**src/rtl/tia_hsync_counter.sv**
```systemverilog
// TIA horizontal sync counter: colour-clock prescaler feeding a 6-bit XNOR LFSR,
// with registered active-low strobes decoded from fixed LFSR states.
module tia_hsync_counter #(
   parameter int LINE_STEPS = 57,
   parameter int DIV        = 4
) (
   input  logic       clock,
   input  logic       reset,
   input  logic       rsync,
   input  logic       hmove_latch,
   output logic [5:0] h_state,
   output logic       phi1,
   output logic       phi2,
   output logic       shb_n,
   output logic       shs_n,
   output logic       rhs_n,
   output logic       rcb_n,
   output logic       rhb_n,
   output logic       end_n
);

   localparam int PW = (DIV > 2) ? $clog2(DIV) : 1;

   function automatic logic [5:0] lfsr_next(input logic [5:0] s);
      return {s[4:0], ~(s[5] ^ s[4])};
   endfunction

   // State reached after n advances from 000000; evaluated at elaboration only.
   function automatic logic [5:0] lfsr_pat(input int n);
      logic [5:0] s;
      s = 6'b000000;
      for (int i = 0; i < 63; i++) begin
         if (i < n) begin
            s = lfsr_next(s);
         end else begin
            s = s;
         end
      end
      return s;
   endfunction

   localparam logic [5:0] PAT_LAST     = lfsr_pat(LINE_STEPS - 1);
   localparam logic [5:0] PAT_SHS      = lfsr_pat(4);
   localparam logic [5:0] PAT_RHS      = lfsr_pat(8);
   localparam logic [5:0] PAT_RCB      = lfsr_pat(12);
   localparam logic [5:0] PAT_RHB      = lfsr_pat(16);
   localparam logic [5:0] PAT_RHB_LATE = lfsr_pat(18);
   localparam logic [5:0] PAT_SHB      = lfsr_pat(56);

   logic [PW-1:0] p_r;
   logic [5:0]    lfsr_r;
   logic          hm_r;
   logic          shb_r, shs_r, rhs_r, rcb_r, rhb_r, end_r;

   logic          adv_s;
   logic [5:0]    lfsr_nx_s;
   logic          hm_nx_s;
   logic          shb_nx_s, shs_nx_s, rhs_nx_s, rcb_nx_s, rhb_nx_s, end_nx_s;

   // Next LFSR state, hmove sample and strobe levels for the step about to be entered.
   always_comb begin
      adv_s     = (p_r == PW'(DIV - 1));
      lfsr_nx_s = 6'b000000;
      hm_nx_s   = hm_r;
      if (lfsr_r == PAT_LAST) begin
         lfsr_nx_s = 6'b000000;
      end else begin
         lfsr_nx_s = lfsr_next(lfsr_r);
      end
      if (lfsr_nx_s == PAT_RHB) begin
         hm_nx_s = hmove_latch;
      end else begin
         hm_nx_s = hm_r;
      end
      shs_nx_s = (lfsr_nx_s != PAT_SHS);
      rhs_nx_s = (lfsr_nx_s != PAT_RHS);
      rcb_nx_s = (lfsr_nx_s != PAT_RCB);
      shb_nx_s = (lfsr_nx_s != PAT_SHB);
      end_nx_s = (lfsr_nx_s != PAT_SHB);
      rhb_nx_s = ~(((lfsr_nx_s == PAT_RHB) && !hmove_latch) ||
                   ((lfsr_nx_s == PAT_RHB_LATE) && hm_r));
   end

   // Prescaler; rsync holds it at 0.
   always_ff @(posedge clock or negedge reset) begin
      if (!reset) begin
         p_r <= PW'(0);
      end else if (rsync) begin
         p_r <= PW'(0);
      end else if (p_r == PW'(DIV - 1)) begin
         p_r <= PW'(0);
      end else begin
         p_r <= p_r + PW'(1);
      end
   end

   // LFSR, hmove sample and strobes move together so strobes track h_state exactly.
   always_ff @(posedge clock or negedge reset) begin
      if (!reset) begin
         lfsr_r <= 6'b000000;
         hm_r   <= 1'b0;
         shb_r  <= 1'b1;
         shs_r  <= 1'b1;
         rhs_r  <= 1'b1;
         rcb_r  <= 1'b1;
         rhb_r  <= 1'b1;
         end_r  <= 1'b1;
      end else if (rsync) begin
         lfsr_r <= 6'b000000;
         hm_r   <= hm_r;
         shb_r  <= 1'b1;
         shs_r  <= 1'b1;
         rhs_r  <= 1'b1;
         rcb_r  <= 1'b1;
         rhb_r  <= 1'b1;
         end_r  <= 1'b1;
      end else if (adv_s) begin
         lfsr_r <= lfsr_nx_s;
         hm_r   <= hm_nx_s;
         shb_r  <= shb_nx_s;
         shs_r  <= shs_nx_s;
         rhs_r  <= rhs_nx_s;
         rcb_r  <= rcb_nx_s;
         rhb_r  <= rhb_nx_s;
         end_r  <= end_nx_s;
      end else begin
         lfsr_r <= lfsr_r;
         hm_r   <= hm_r;
         shb_r  <= shb_r;
         shs_r  <= shs_r;
         rhs_r  <= rhs_r;
         rcb_r  <= rcb_r;
         rhb_r  <= rhb_r;
         end_r  <= end_r;
      end
   end

   assign h_state = lfsr_r;
   assign phi1    = (p_r == PW'(0));
   assign phi2    = (p_r == PW'(DIV / 2));
   assign shb_n   = shb_r;
   assign shs_n   = shs_r;
   assign rhs_n   = rhs_r;
   assign rcb_n   = rcb_r;
   assign rhb_n   = rhb_r;
   assign end_n   = end_r;

endmodule

```
**config.mk**
```make
export PLATFORM = sky130hd
export DESIGN_NAME = tia_hsync_counter
export DESIGN_NICKNAME = d
export VERILOG_FILES = /design/src/rtl/tia_hsync_counter.sv
export SDC_FILE = /design/constraint.sdc
export NUM_CORES = 1
export LEC_CHECK = 0
export ABC_CLOCK_PERIOD_IN_PS = 1500
export CAP_MARGIN = 10
export CORE_UTILIZATION = 25
export DETAILED_ROUTE_END_ITERATION = 8
export GPL_TIMING_DRIVEN = 0
export PLACE_DENSITY = 0.49
export REMOVE_ABC_BUFFERS = 1
export SLEW_MARGIN = 20
export SYNTH_ARGS = -nofsm -noshare
export SYNTH_HDL_FRONTEND = slang
export SYNTH_SLANG_ARGS = --single-unit
```
**constraint.sdc**
```tcl
create_clock -name clock -period 1.5 [get_ports clock]
set_input_delay 0.3 -clock clock [delete_from_list [all_inputs] [get_ports clock]]
set_output_delay 0.3 -clock clock [all_outputs]
set_load 0.05 [all_outputs]
```
Word level (Yosys, flattened, before mapping)
Index checks and enable logic that the tools add are counted.
{ "word_totals": {"input_bits": 4, "word_cells": 44, "reg_bits": 14, "output_inout_bits": 14} }
{ "op_classes": {"n_eq_ne": 9, "n_mux": 15, "n_bitwise": 4, "reduce_logical": 7, "n_addsub": 1} }
{ "ops": {"columns": ["operator", "n"], "rows": [
  ["$mux 6", 3],
  ["$eq 6x4->1 const B", 2],
  ["$ne 6x4->1 const B", 2],
  ["$ne 6x6->1 const B", 2],
  ["$mux 1", 10],
  ["$eq 6x6->1 const B", 1],
  ["$eq 2x2->1 const B", 2],
  ["$mux 2", 2],
  ["$not 1->1", 3],
  ["$reduce_and 3->1", 1],
  ["$add 2x1->2 const B", 1],
  ["$logic_and 1x1->1", 2],
  ["$logic_not 2->1", 1],
  ["$reduce_bool 2->1", 1],
  ["$logic_not 1->1", 1],
  ["$logic_or 1x1->1", 1],
  ["$xor 1x1->1", 1]
]} }

Logic depth before layout (Yosys ltp)
{ "depth": {"ltp_word": 9, "mapped_depth": 5} }

Worst setup path before layout
Ideal clock, no wire load.
{ "synth_path": {"path_type": "register -> register", "start": "register lfsr_r[4], in the netlist h_state[4]", "end": "register hm_r", "setup_ns": 0.125, "setup_slack_ns": -0.326, "arrival_ns": 1.701, "required_ns": 1.375, "path_stages_with_launch": 6, "synth_period_minus_slack_ns": 1.826, "path_cell_list": "dfrtp_1 inv_1 ha_1 nor2b_1 nand4_1 mux2_2"} }
{ "synth_via": {"elab_chain_len": 5} }
{ "synth_rtl": {"columns": ["element", "line_no", "rtl"], "rows": [
  ["from (decl)", "51", "logic [5:0] lfsr_r;"],
  ["from (signal assigned)", "118", "lfsr_r <= lfsr_nx_s;"],
  ["from (signal assigned)", "127", "lfsr_r <= lfsr_r;"],
  ["parallel branches: the longest is 2 deep, another holds $eq 6x4->1", null, null],
  ["$mux 6 (*)", "65", "if (lfsr_r == PAT_LAST) begin"],
  ["$eq 6x4->1 (*)", "70", "if (lfsr_nx_s == PAT_RHB) begin"],
  ["$reduce_and 3->1 (no source line) (*)", null, null],
  ["to (signal assigned)", "110", "hm_r <= hm_r;"],
  ["to (signal assigned)", "119", "hm_r <= hm_nx_s;"],
  ["to (signal assigned)", "128", "hm_r <= hm_r;"],
  ["to (decl)", "52", "logic hm_r;"]
]} }
Mark *: on every way between the ends.
A chain may end at the register's enable or synchronous reset.

Final worst setup path
Ends and elaborated chain as after synthesis.

==> impl_metrics.json <==
{
  "status": "completed",
  "start_util": 0.261,
  "rsz0062_at_grt": "yes",
  "drive_above_1_share": 0.400,
  "layout_commonest_cell": "dfrtp_1",
  "area_growth_pct": 34.3,
  "min_period_over_period": 0.995,
  "dr.pass1.iters": 4,
  "synthTopCellsByArea": "dfrtp_1 (32%), dfstp_2 (18%), ha_1 (7.0%)",
  "num_antenna_cells": 0,
  "final_max_slew_viol_count": 0,
  "synth_top_area_frac": 0.315,
  "grt.total_usage": 0.121,
  "nNetsFinal": 99,
  "synth-edff-count": 0,
  "cap_violations": 0,
  "drt-total-wl_mm": 1.72,
  "final_cell_count_no_fill": 121,
  "synthFlopType": "dfrtp_1",
  "critPathMaxStageDelay_ns": 0.42,
  "core-area_um2": 2730,
  "synth_seq_cells": 14,
  "hold_viol_final": 0,
  "cts_made_buffers": 3,
  "critPathCaptureType": "register",
  "grt_first_pass_wirelength_mm": 2.84,
  "worstSetupPathType": "reg2reg",
  "worstPathMaxFanout": 4,
  "cellPowerDensity_nw_per_um2": 831,
  "hp-class": "in2async",
  "ir_drop_mv": 0.557,
  "leakagePower_nw": 0.393,
  "synth_warnings": 0,
  "cts_tree": "built",
  "antenna_found_initial": 0,
  "io_pins": 18,
  "clkSinkCount": 14,
  "clock_path_buffers": 2,
  "cp.arrival_ns": 1.67,
  "fin_crit_ns": 1.49,
  "drt_iter0_markers": 11,
  "cts.clk_slew.worst_paths_ns": 0.09,
  "drc_errors": 0,
  "fp.dieW_um": 55.5,
  "layout_common_cells": "dfrtp_1 (9), nor2_1 (8), buf_2 (8), buf_4 (5), dfstp_2 (5)",
  "max_freq_mhz": 670,
  "syn_inst": 69,
  "relSlewSlack": 0.563,
  "root_buffer": "clkbuf_4",
  "holdWs_ns": 0.404,
  "grt-ovfl-total": 0,
  "die_h_um": 55.5,
  "synth_area_um2": 714,
  "async_flop_share": 1.00,
  "crit_chain": "inv_2 -> ha_4 -> nor2b_4 -> nand4_1 -> mux2_4",
  "setup_viol": 0,
  "yosysTopAreaCell": "dfrtp_1",
  "io_buffer_count": 17,
  "avgSynthCellArea_um2": 10.4,
  "wl_per_cell_um": 14.2,
  "crit_required_ns": 1.68,
  "via_per_inst": 4.98,
  "clock_skew_ns": 0.00204,
  "place_congestion": 0.654,
  "drtAntennaViolNets": 0,
  "synth.distinct_cells": 29,
  "setup_tns_ns": 0,
  "start_kind": "register",
  "dieArea_um2": 3080,
  "rows": 19,
  "num_vias": 603,
  "slowest_stage": "dfrtp_1",
  "h-tree-depth": 1,
  "ys_seq_area_frac": 0.499,
  "grt_pass1_vias": 599,
  "worst_slew_pin_slew_ns": 0.654,
  "hold_buffers": 0,
  "insertion_delay_ns": 0.29,
  "placedCellCount": 113,
  "dp_hpwl_mm": 1.09,
  "grt_max_degree": 15
}
==> final timing paths <==
| check | startpoint | endpoint | slack (ns) | depth (start not counted) |
|---|---|---|---|---|
| setup / recovery | h_state[4] | hm_r | 0.008 | 5 |
| hold / removal | reset | p_r[1] | 0.40 | 1 |
| setup reg to reg | h_state[4] | hm_r | 0.008 | 5 |
| hold reg to reg | rhs_n | rhs_n | 0.52 | 1 |
| max in group asynchronous | reset | hm_r | 0.68 | 1 |
| min in group clock | rsync | h_state[1] | 0.50 | 2 |
==> metrics by stage <==
stage,total power [mW],setup WS (ns),utilization,instance area [um^2]
after floorplan,0.470,-0.326,-,694
after global routing,0.832,-0.0495,0.351,960
after detailed placement,0.514,-0.320,0.330,903
final,0.797,0.00787,0.351,960
after CTS,0.797,-0.00997,0.358,978
after global placement,0.512,-0.360,0.330,903
==> area by class of cell <==
type | count | area [um^2]
Multi-Input combinational cell | 45 | 352
Timing Repair Buffer | 21 | 154
Sequential cell | 14 | 357
Fill cell | 283 | 1770
Clock buffer | 4 | 36.3
Tap cell | 31 | 38.8
Inverter | 6 | 22.5
==> routing by layer <==
layer,up-vias,part of all wire,global-route usage
met5,-,0,0
met2,19,0.47,0.196
met3,2,0.057,0.0539
li1,284,-,-
met4,0,0.011,0.0321
met1,298,0.47,0.146
==> cell usage after synthesis, types with 2 or more instances <==
cell,number
mux2i_1,3
o21bai_1,2
nand3_1,4
nand2b_1,2
dfrtp_1,9
dfstp_2,5
o32a_1,2
nor2_1,8
clkbuf_1,2
or3_1,2
inv_1,6
a21oi_1,3
nor2b_1,2
ha_1,4
==> worst max-delay path: cells and delay by family (launching register included) <==
family,cells,cell delay (ns)
adder cells (fa/ha/maj),1,0.28
AND/OR/NAND/NOR,2,0.29
buffers and inverters,1,0.06
flip-flops,1,0.42
multiplexers,1,0.33
==> report_power, final <==
group / total (mW) / internal (mW) / switching [mW]
Clock: 0.282 / 0.148 / 0.134
Combinational: 0.116 / 0.0420 / 0.0739
Sequential: 0.400 / 0.386 / 0.0133
==> what timing repair did <==
item / in CTS / in global routing
resized for setup: 56 / 19
gates cloned: 0 / 0
pin swaps: 2 / 1
endpoints found under the setup margin: 18 / 12
buffers inserted: 3 / 1
==> sequential cells by signal, indices dropped and copies added (netlist names) <==
name and cells:
shb_n 1, p_r 2, rhb_n 1, h_state 6, shs_n 1, rcb_n 1, rhs_n 1, hm_r 1
==> cells by family after synthesis <==
group / after synthesis / synth area share
fa+ha+maj: 4 / 0.0701
simple gates: 26 / 0.200
buf+inv: 10 / 0.0595
compound gates: 11 / 0.114
mux: 4 / 0.0578
flops: 14 / 0.499
Power figures use the tool's default switching activity.
